## src/rtl/riffa_gowin_pkg.sv

```systemverilog
// Shared types and helpers for the Gowin PCIe RX streaming path.
// The beat record holds the FIFO payload; its data field is sized for the widest supported bus.
package riffa_gowin_pkg;

  localparam int READY_LATENCY_MAX = 4;
  localparam int PCI_DATA_WIDTH_MAX = 256;

  typedef struct packed {
    logic sop;
    logic eop;
    logic empty;
  } beat_tag_t;

  typedef struct packed {
    logic [PCI_DATA_WIDTH_MAX-1:0] data;
    beat_tag_t                     tag;
  } beat_t;

  // Ceiling log2 that never returns 0, so a one-entry structure still gets a 1-bit index.
  function automatic int clog2s(input int value);
    int result;
    result = 1;
    for (int i = 1; i < 31; i++) begin
      if ((1 << i) < value) result = i + 1;
    end
    return result;
  endfunction

endpackage

```

## src/rtl/rx_st_ready_latency_buffer_if.sv

```systemverilog
// Avalon-ST style beat stream: data plus packet sideband, valid forward, ready backward.
interface rx_st_ready_latency_buffer_if #(
  parameter int W = 256
);
  logic [W-1:0] data;
  logic         sop;
  logic         eop;
  logic         empty;
  logic         valid;
  logic         ready;

  modport master (output data, sop, eop, empty, valid, input  ready);
  modport slave  (input  data, sop, eop, empty, valid, output ready);
endinterface

```

## src/rtl/rx_st_fwft_fifo.sv

```systemverilog
// First-word-fall-through beat FIFO: the head is read combinationally from storage.
// A write into a full FIFO is dropped unless a pop frees the slot in the same cycle.
module rx_st_fwft_fifo
  import riffa_gowin_pkg::*;
#(
  parameter int W     = 256,
  parameter int DEPTH = 8
) (
  input  logic                         clk,
  input  logic                         rst,
  input  logic                         push,
  input  logic [W-1:0]                 wr_data,
  input  beat_tag_t                    wr_tag,
  input  logic                         pop,
  output logic [W-1:0]                 rd_data,
  output beat_tag_t                    rd_tag,
  output logic [clog2s(DEPTH+1)-1:0]   count_next,
  output logic                         full,
  output logic                         empty
);

  localparam int AW = clog2s(DEPTH);
  localparam int CW = clog2s(DEPTH + 1);

  beat_t            mem [DEPTH];
  beat_t            head;
  logic [AW-1:0]    wr_ptr;
  logic [AW-1:0]    rd_ptr;
  logic [CW-1:0]    count;
  logic             wr_en;
  logic             rd_en;

  assign full  = (count == CW'(DEPTH));
  assign empty = (count == '0);
  assign wr_en = push & (~full | pop);
  assign rd_en = pop & ~empty;

  // NOTE: every variable written in always_comb gets a default first, so no path leaves it unassigned and no latch is inferred.
  always_comb begin
    count_next = count;
    if (wr_en && !rd_en)      count_next = count + CW'(1);
    else if (!wr_en && rd_en) count_next = count - CW'(1);
  end

  // NOTE: sequential state uses non-blocking assignments so every register samples pre-edge values.
  always_ff @(posedge clk or posedge rst) begin
    if (rst) begin
      wr_ptr <= '0;
      rd_ptr <= '0;
      count  <= '0;
    end else begin
      if (wr_en) wr_ptr <= wr_ptr + AW'(1);
      if (rd_en) rd_ptr <= rd_ptr + AW'(1);
      count <= count_next;
    end
  end

  // NOTE: storage has no reset; contents are only observable once count marks them valid.
  always_ff @(posedge clk) begin
    if (wr_en) mem[wr_ptr] <= '{data: PCI_DATA_WIDTH_MAX'(wr_data), tag: wr_tag};
  end

  assign head    = mem[rd_ptr];
  assign rd_data = head.data[W-1:0];
  assign rd_tag  = head.tag;

endmodule

```

## src/rtl/rx_st_ready_latency_buffer.sv

```systemverilog
// Absorbs beats the PCIe core keeps sending after ready drops (fixed ready latency),
// driving core ready from a credit count and presenting a zero-latency stream downstream.
module rx_st_ready_latency_buffer
  import riffa_gowin_pkg::*;
#(
  parameter int C_PCI_DATA_WIDTH = 256,
  parameter int C_READY_LATENCY  = 2,
  parameter int C_FIFO_DEPTH     = 8
) (
  input  logic                          CLK,
  input  logic                          RST_IN,
  rx_st_ready_latency_buffer_if.slave   rx_st,
  rx_st_ready_latency_buffer_if.master  rx,
  output logic                          OVERFLOW
);

  localparam int L  = C_READY_LATENCY;
  localparam int CW = clog2s(C_FIFO_DEPTH + 1);

  if (C_READY_LATENCY < 1 || C_READY_LATENCY > READY_LATENCY_MAX) begin : g_bad_latency
    $error("C_READY_LATENCY must be in 1..%0d", READY_LATENCY_MAX);
  end
  if ((C_FIFO_DEPTH & (C_FIFO_DEPTH - 1)) != 0 || C_FIFO_DEPTH < C_READY_LATENCY + 2) begin : g_bad_depth
    $error("C_FIFO_DEPTH must be a power of two and at least C_READY_LATENCY+2");
  end
  if (C_PCI_DATA_WIDTH != 64 && C_PCI_DATA_WIDTH != 128 && C_PCI_DATA_WIDTH != 256) begin : g_bad_width
    $error("C_PCI_DATA_WIDTH must be 64, 128 or 256");
  end

  logic [L-1:0]    hist;
  logic            push;
  logic            pop;
  logic            full;
  logic            empty;
  logic [CW-1:0]   count_next;
  logic [2:0]      inflight;
  logic            ready_next;
  beat_tag_t       in_tag;
  beat_tag_t       head_tag;

  // A beat is only legal when ready was high exactly L cycles ago; anything else is ignored.
  assign push = rx_st.valid & hist[L-1];
  assign pop  = rx.valid & rx.ready;

  assign in_tag = '{sop: rx_st.sop, eop: rx_st.eop, empty: rx_st.empty};

  rx_st_fwft_fifo #(
    .W     (C_PCI_DATA_WIDTH),
    .DEPTH (C_FIFO_DEPTH)
  ) u_fifo (
    .clk        (CLK),
    .rst        (RST_IN),
    .push       (push),
    .wr_data    (rx_st.data),
    .wr_tag     (in_tag),
    .pop        (pop),
    .rd_data    (rx.data),
    .rd_tag     (head_tag),
    .count_next (count_next),
    .full       (full),
    .empty      (empty)
  );

  assign rx.valid = ~empty;
  assign rx.sop   = head_tag.sop;
  assign rx.eop   = head_tag.eop;
  assign rx.empty = head_tag.empty;

  // Credits already granted but not yet landed: the younger history bits plus the current ready.
  always_comb begin
    inflight = 3'(rx_st.ready);
    for (int k = 0; k < L - 1; k++) inflight = inflight + 3'(hist[k]);
  end

  assign ready_next = (int'(count_next) + int'(inflight) + 1) <= C_FIFO_DEPTH;

  always_ff @(posedge CLK or posedge RST_IN) begin
    if (RST_IN) begin
      hist        <= '0;
      rx_st.ready <= 1'b0;
      OVERFLOW    <= 1'b0;
    end else begin
      hist        <= L'({hist, rx_st.ready});
      rx_st.ready <= ready_next;
      if (push && full && !pop) OVERFLOW <= 1'b1;
    end
  end

endmodule

```

## src/flat_wrapper.sv

```systemverilog
// flat-port wrapper written by rule: the top's interface ports become plain ports
module rx_st_ready_latency_buffer_flat import riffa_gowin_pkg::*;
#(
  parameter int C_PCI_DATA_WIDTH = 256,
  parameter int C_READY_LATENCY  = 2,
  parameter int C_FIFO_DEPTH     = 8
)
  (CLK, RST_IN, OVERFLOW, rx_st_data, rx_st_sop, rx_st_eop, rx_st_empty, rx_st_valid, rx_st_ready, rx_data, rx_sop, rx_eop, rx_empty, rx_valid, rx_ready);
  rx_st_ready_latency_buffer_if #(.W((256))) rx_st_i ();
  rx_st_ready_latency_buffer_if #(.W((256))) rx_i ();
  input  logic CLK;
  input  logic RST_IN;
  output logic OVERFLOW;
  input wire logic [$bits(rx_st_i.data)-1:0] rx_st_data;
  input wire logic [$bits(rx_st_i.sop)-1:0] rx_st_sop;
  input wire logic [$bits(rx_st_i.eop)-1:0] rx_st_eop;
  input wire logic [$bits(rx_st_i.empty)-1:0] rx_st_empty;
  input wire logic [$bits(rx_st_i.valid)-1:0] rx_st_valid;
  output wire logic [$bits(rx_st_i.ready)-1:0] rx_st_ready;
  output wire logic [$bits(rx_i.data)-1:0] rx_data;
  output wire logic [$bits(rx_i.sop)-1:0] rx_sop;
  output wire logic [$bits(rx_i.eop)-1:0] rx_eop;
  output wire logic [$bits(rx_i.empty)-1:0] rx_empty;
  output wire logic [$bits(rx_i.valid)-1:0] rx_valid;
  input wire logic [$bits(rx_i.ready)-1:0] rx_ready;
  assign rx_st_i.data = rx_st_data;
  assign rx_st_i.sop = rx_st_sop;
  assign rx_st_i.eop = rx_st_eop;
  assign rx_st_i.empty = rx_st_empty;
  assign rx_st_i.valid = rx_st_valid;
  assign rx_st_ready = rx_st_i.ready;
  assign rx_data = rx_i.data;
  assign rx_sop = rx_i.sop;
  assign rx_eop = rx_i.eop;
  assign rx_empty = rx_i.empty;
  assign rx_valid = rx_i.valid;
  assign rx_i.ready = rx_ready;
  rx_st_ready_latency_buffer #(.C_PCI_DATA_WIDTH(C_PCI_DATA_WIDTH), .C_READY_LATENCY(C_READY_LATENCY), .C_FIFO_DEPTH(C_FIFO_DEPTH)) u_core (.CLK(CLK), .RST_IN(RST_IN), .rx_st(rx_st_i), .rx(rx_i), .OVERFLOW(OVERFLOW));
endmodule
```

## config.mk

```make
export PLATFORM = sky130hd
export DESIGN_NAME = rx_st_ready_latency_buffer_flat
export DESIGN_NICKNAME = d
export VERILOG_FILES = /design/src/rtl/riffa_gowin_pkg.sv /design/src/rtl/rx_st_ready_latency_buffer_if.sv /design/src/rtl/rx_st_fwft_fifo.sv /design/src/rtl/rx_st_ready_latency_buffer.sv /design/src/flat_wrapper.sv
export SDC_FILE = /design/constraint.sdc
export NUM_CORES = 1
export LEC_CHECK = 0
export CORE_ASPECT_RATIO = 1.75
export CORE_MARGIN = 2
export CORE_UTILIZATION = 61
export CTS_BUF_LIST = sky130_fd_sc_hd__clkbuf_4
export DETAILED_ROUTE_END_ITERATION = 7
export PLACE_DENSITY = 0.82
export SETUP_SLACK_MARGIN = 0.2
export SYNTH_ARGS = -nofsm -noshare
export SYNTH_HDL_FRONTEND = slang
export SYNTH_HIERARCHICAL = 1
export SYNTH_SLANG_ARGS = --single-unit
```

## constraint.sdc

```tcl
create_clock -name CLK -period 26.5 [get_ports CLK]
set_clock_uncertainty 0.15 [all_clocks]
set_input_delay 5.3 -clock CLK [delete_from_list [all_inputs] [get_ports CLK]]
set_output_delay 5.3 -clock CLK [all_outputs]
set_load 0.02 [all_outputs]
```

==> flow_summary.yaml, run 1 <==
setup_path:
  arrival_ns: 5.67
  critPathMostFrequentCell: "buf_4"
  path_depth: 5
  endpoint_kind: "output port"
  crit_slowest_cell: "dfrtp_4"
  required_ns: 21.05
  cp_top_family: "buffers and inverters"
  worstSetupPathType: "register to output port"
  slowest_delay_ns: 1.01
  crit_path_start_kind: "register"
  ff2ff_path_depth: 13
  crit_chain: "buf_4 > buf_4 > mux4_1 > mux2_2 > clkdlybuf4s50_1"
  cp_max_fo: 78
  cp_num_buf_inv: 3
global_route:
  grt_antenna_before_repair: 34
  grt-ovfl-total: 0
  grt_max_degree: 169
  grtUsageTotal: 0.242
  grt_pass1_wl_um: 240000
  grt_pass1_vias: 38991
clocking:
  postCtsHoldBufs: 0
  cts-root-buf: "clkbuf_4"
  cts_buffer_depth: 4
  ctsHtreeMaxLevel: 5
  cts.repair.resized: 0
  clk_latency_ns: 1.33
  cts.clk_slew.worst_paths_ns: 0.07
  cts.sinks: 2086
  post-cts-setup-buffer-count: 0
  numCtsBuffers: 446
  cts_tree: "done"
timing:
  finalHoldViolCount: 0
  setup-tns-final_ns: 0
  tightestPinTransition_ns: 1.08
  finalCriticalPeriod_ns: 11.12
  finalCritPeriodShare: 0.420
  rsz0062_at_grt: "no"
  slew_violations: 0
  setup_violations: 0
  max_freq_ghz: 0.0899
  slew_headroom: 0.280
die:
  fp-row-count: 176
  start_util: 0.614
  design.core.area_sq_mm: 0.131
  die_area_sq_mm: 0.135
  num_io_pins: 525
  die_h_um: 485
  die_x_um: 279
logic_synthesis:
  synth-edff-count: 2072
  yosysWarnings: 6
  postSynth.asyncResetShare: 0.00671
  ys_types: 36
  postSynthCellCount: 3100
  syn_avg_cell_area_sq_um: 26.0
  synth.net_count: 3371
  synth_area_sq_mm: 0.0807
  ys_seq_area_frac: 0.775
  synth_ff_type: "edfxtp_1"
  ys_seq_elements: 2086
drt:
  via_per_inst: 6.09
  drt_iter0_markers: 2563
  drcViolationCount: 0
  post_drt_wl_per_cell_um: 27.1
  vias: 36569
  ant_nets: 0
  wirelength_um: 163000
  first_pass_iters: 5
power_and_ir_drop:
  p_sw_mw: 2.90
  internal_power_mw: 6.57
  irDropWorstVdd_uv: 97.7
  p_leak_nw: 31.1
  p_per_area_mw_per_mm2: 102
  combinationalPowerShare: 0.340
  p_sw_frac: 0.306
  p_clk_frac: 0.233
  seqPwrFrac: 0.427
cells_and_area:
  fillers: 7479
  layout_commonest_cell: "edfxtp_1"
  multiInputGateArea_sq_mm: 0.0171
  fin_nets: 4245
  stdcell_count: 6006
  seq_area_sq_mm: 0.0626
  final_cell_mix: "edfxtp_1 (2072), clkbuf_4 (592), clkdlybuf4s50_1 (524)"
  drive_above_1_share: 0.226
  area_growth_pct: 15.1
placement:
  gp_congestion: 0.740
  place_inst: 5217
  dp_hpwl_um: 88300
  port_buffers: 524
worst_hold_path:
  worstHoldPathType: "register to register"
  hold_path_depth: 0
outcome:
  status: "completed"
run:
  max_cap_violations: 0
## kinds of logic (layout without fill, tap and decap cells)
family,after synthesis,count (layout),synth area share
other,0,17,0
xor gates and xnor gates,4,4,0.000434
adders and majority gates,8,8,0.00133
and+or+nand+nor,42,42,0.00260
DFF,2086,2086,0.775
muxes,781,781,0.205
buffers and inverters,162,1360,0.0135
AOI/OAI and AO/OA,17,17,0.00144
## Yosys cell counts (all sizes together) (2+ instances only)
master | n | share of area
a21o | 3 | 0.00028
a21oi | 2 | 0.00012
and2 | 2 | 0.00016
buf | 91 | 0.010
clkbuf | 57 | 0.0027
dfrtp | 14 | 0.0043
edfxtp | 2072 | 0.77
ha | 7 | 0.0011
inv | 14 | 0.00065
mux2 | 260 | 0.036
mux2i | 3 | 0.00037
mux4 | 518 | 0.17
nand2 | 12 | 0.00056
nand2b | 8 | 0.00062
nor2 | 9 | 0.00042
nor2b | 3 | 0.00023
nor3 | 3 | 0.00019
o21ai | 4 | 0.00025
xnor2 | 4 | 0.00043
## metrics by stage
step | util | power, mW | worst slack (ns) | hold slack [ns] | area, sq um
global placement | 0.666 | 7.30 | 15.77 | 0.270 | 87600
CTS | 0.706 | 9.58 | 15.15 | 0.270 | 92900
global route | 0.706 | 9.88 | 15.05 | 0.271 | 92900
floorplan | - | 6.29 | 1.57 | 0.210 | 80700
detailed placement | 0.666 | 7.35 | 15.69 | 0.248 | 87600
finish | 0.707 | 9.48 | 15.38 | 0.272 | 92900
## state kept, by name (all words and copies together) (netlist names)
register and flops:
u_core/u_fifo/count 4, u_core/hist 2, u_core/u_fifo/mem 2072, u_core/rx_st.ready 1, u_core/OVERFLOW 1, u_core/u_fifo/rd_ptr 3, u_core/u_fifo/wr_ptr 3
## cell type report
cell class | instances | area share
flip-flops and latches | 2086 | 0.674
multi-input cells | 852 | 0.184
repair buffers | 574 | 0.0620
clock buffers | 592 | 0.0478
well taps | 1691 | 0.0228
clock inverters | 180 | 0.00879
inverters | 14 | 0.000566
diodes | 17 | 0.000458
## power by group through the flow
stage | Clock [mW] | Combinational [mW] | Sequential, mW
final | 2.21 | 3.22 | 4.04
after global routing | 2.43 | 3.38 | 4.06
after detailed placement | 0 | 3.24 | 4.12
after global placement | 0 | 3.20 | 4.10
after CTS | 2.29 | 3.25 | 4.05
after floorplan | 0 | 2.10 | 4.19
## layer usage
layer | global-route usage | up-vias | share of wire
li1 | - | 15952 | -
met2 | 0.410 | 1421 | 0.52
met1 | 0.294 | 18901 | 0.37
met4 | 0.0763 | 44 | 0.017
met3 | 0.0855 | 251 | 0.092
met5 | 0 | - | 0.0017
## path summary, 6_finish.rpt
kind                                         start                        to  slack (ns)
max                        u_core/u_fifo/rd_ptr[1]              rx_data[208]       15.38
min                                 u_core/hist[0]            u_core/hist[1]        0.27
max reg2reg                 u_core/u_fifo/count[1]  u_core/u_fifo/mem[0][58]       19.94
min reg2reg                         u_core/hist[0]            u_core/hist[1]        0.27
max in group asynchronous                   RST_IN   u_core/u_fifo/rd_ptr[0]       21.67
min in group asynchronous                   RST_IN            u_core/hist[1]        4.06
Note: power is estimated with default switching activity, not from simulation.
==> run 2: changes to the inputs <==
clock period = 10.55 ns   (was 26.5 ns; I/O delays follow)
==> flow_summary.yaml, run 2 (synthesis gave the netlist of run 1 again) <==
timing:
  tightestPinTransition_ns: 1.12
  setup_violations: 0
  finalHoldViolCount: 0
  max_freq_ghz: 0.140
  finalCriticalPeriod_ns: 7.13
  finalCritPeriodShare: 0.676
  setup-tns-final_ns: 0
  fin_hold_ws_ns: 0.265
  rsz0062_at_grt: "no"
  slew_headroom: 0.254
  slew_violations: 0
drt:
  wirelength_um: 164000
  wl_met2_um: 85900
  ant_nets: 0
  post_drt_wl_per_cell_um: 27.4
  met3_length_um: 14900
  drcViolationCount: 0
  vias: 36846
  top_layer_used: "met5"
  first_pass_iters: 7
  drt_iter0_markers: 2303
  via_per_inst: 6.14
  m1WireLength_um: 59800
power_and_ir_drop:
  irDropWorstVdd_uv: 289
  p_leak_nw: 31.2
  p_per_area_mw_per_mm2: 258
clocking:
  cts_buffer_depth: 4
  clk_latency_ns: 1.27
  cts.clk_slew.worst_paths_ns: 0.08
  cts.sinks: 2086
  postCtsHoldBufs: 0
  cts_tree: "done"
  cts-root-buf: "clkbuf_4"
  cts.repair.resized: 0
  numCtsBuffers: 446
  post-cts-setup-buffer-count: 0
  ctsHtreeMaxLevel: 5
die:
  fp-row-count: 176
  start_util: 0.614
  die_x_um: 279
  design.core.area_sq_mm: 0.131
  die_area_sq_mm: 0.135
  num_io_pins: 525
  die_h_um: 485
placement:
  port_buffers: 524
  dp_hpwl_um: 91300
  gp_congestion: 0.758
cells_and_area:
  layout_commonest_cell: "edfxtp_1"
  reg.largest.list: "u_core/u_fifo/mem: 2072 flops, u_core/u_fifo/count: 4 flops"
  fin_nets: 4248
  final_cell_mix: "edfxtp_1 (2072), clkbuf_4 (610), clkdlybuf4s50_1 (524)"
  area_growth_pct: 15.5
  largest_register_ffs: 2072
  regMostFlops: "u_core/u_fifo/mem"
  drive_above_1_share: 0.229
setup_path:
  cp_num_buf_inv: 2
  arrival_ns: 4.87
  crit_chain: "buf_4 > mux4_1 > mux2_2 > clkdlybuf4s50_1"
  crit_slowest_cell: "dfrtp_4"
  crit_path_start_kind: "register"
  worstSetupPathType: "register to output port"
  cp_max_fo: 52
  endpoint_kind: "output port"
  required_ns: 8.29
  slowest_delay_ns: 1.03
  cp_top_family: "buffers and inverters"
outcome:
  status: "completed"
global_route:
  grt_antenna_before_repair: 33
  grt_pass1_vias: 39423
  grt-ovfl-total: 0
  grt_max_degree: 125
  grtUsageTotal: 0.245
  grt_pass1_wl_um: 242000
run:
  max_cap_violations: 0
worst_hold_path:
  worstHoldPathType: "register to register"
## run 2: cell count changes in the layout (fill, tap and decap cells not counted)
cell / before / now
buf_12: 11 / 20
buf_4: 39 / 33
bufinv_16: 2 / 6
clkbuf_4: 592 / 610
clkinv_1: 122 / 108
clkinv_2: 43 / 28
clkinvlp_4: 4 / 7
diode_2: 17 / 14
inv_2: 5 / 3
inv_6: 3 / 1
nor3_2: 2 / 0
nor3_4: 0 / 2
## run 2: final cells by class
class / count / area (sq um)
multi-input combinational: 852 / 17100
tap: 1691 / 2120
fill: 7356 / 38300
sequential: 2086 / 62600
clock inverter: 154 / 807
inverter: 14 / 52.6
antenna: 14 / 35.0
timing repair buffer: 577 / 5890
clock buffer: 610 / 4580
## run 2: path summary, 6_finish.rpt
check                      cells after the start  slack (ns)                     from                       end
setup / recovery                               4        3.42  u_core/u_fifo/rd_ptr[0]               rx_data[82]
hold / removal                                 0        0.27           u_core/hist[0]            u_core/hist[1]
setup reg to reg                              12        5.43   u_core/u_fifo/count[0]  u_core/u_fifo/mem[2][66]
hold reg to reg                                0        0.27           u_core/hist[0]            u_core/hist[1]
max in group asynchronous                      2        8.92                   RST_IN   u_core/u_fifo/rd_ptr[1]
min in group asynchronous                      2        0.93                   RST_IN        u_core/rx_st.ready
## run 2: power breakdown
| group | internal [mW] | switching [mW] |
|---|---|---|
| Clock | 2.82 | 2.89 |
| Sequential | 9.88 | 0.250 |
| Combinational | 3.99 | 4.22 |
## run 2: worst reg2reg max path: cells and delay by family (launching register included)
family | cells | cell delay, ns
simple gates | 6 | 2.37
buf+inv | 4 | 1.24
flops | 1 | 0.42
fa+ha+maj | 1 | 0.25
compound gates | 1 | 0.18
## run 2: stage by stage
step	cells	area, sq um	power [mW]	utilization	worst slack (ns)
2_1_floorplan	3100	80700	15.6	-	0.129
3_3_place_gp	5220	87700	18.4	0.667	4.15
3_5_place_dp	5220	87700	18.6	0.667	4.16
4_1_cts	5984	93100	24.3	0.708	3.16
5_1_grt	5992	93200	25.0	0.709	3.17
6_report	5998	93200	24.0	0.709	3.42
## run 2: routing by layer
metal | vias up | GRT usage
li1 | 15943 | -
met1 | 19053 | 0.291
met2 | 1492 | 0.417
met3 | 308 | 0.0865
met4 | 50 | 0.0811
met5 | - | 0
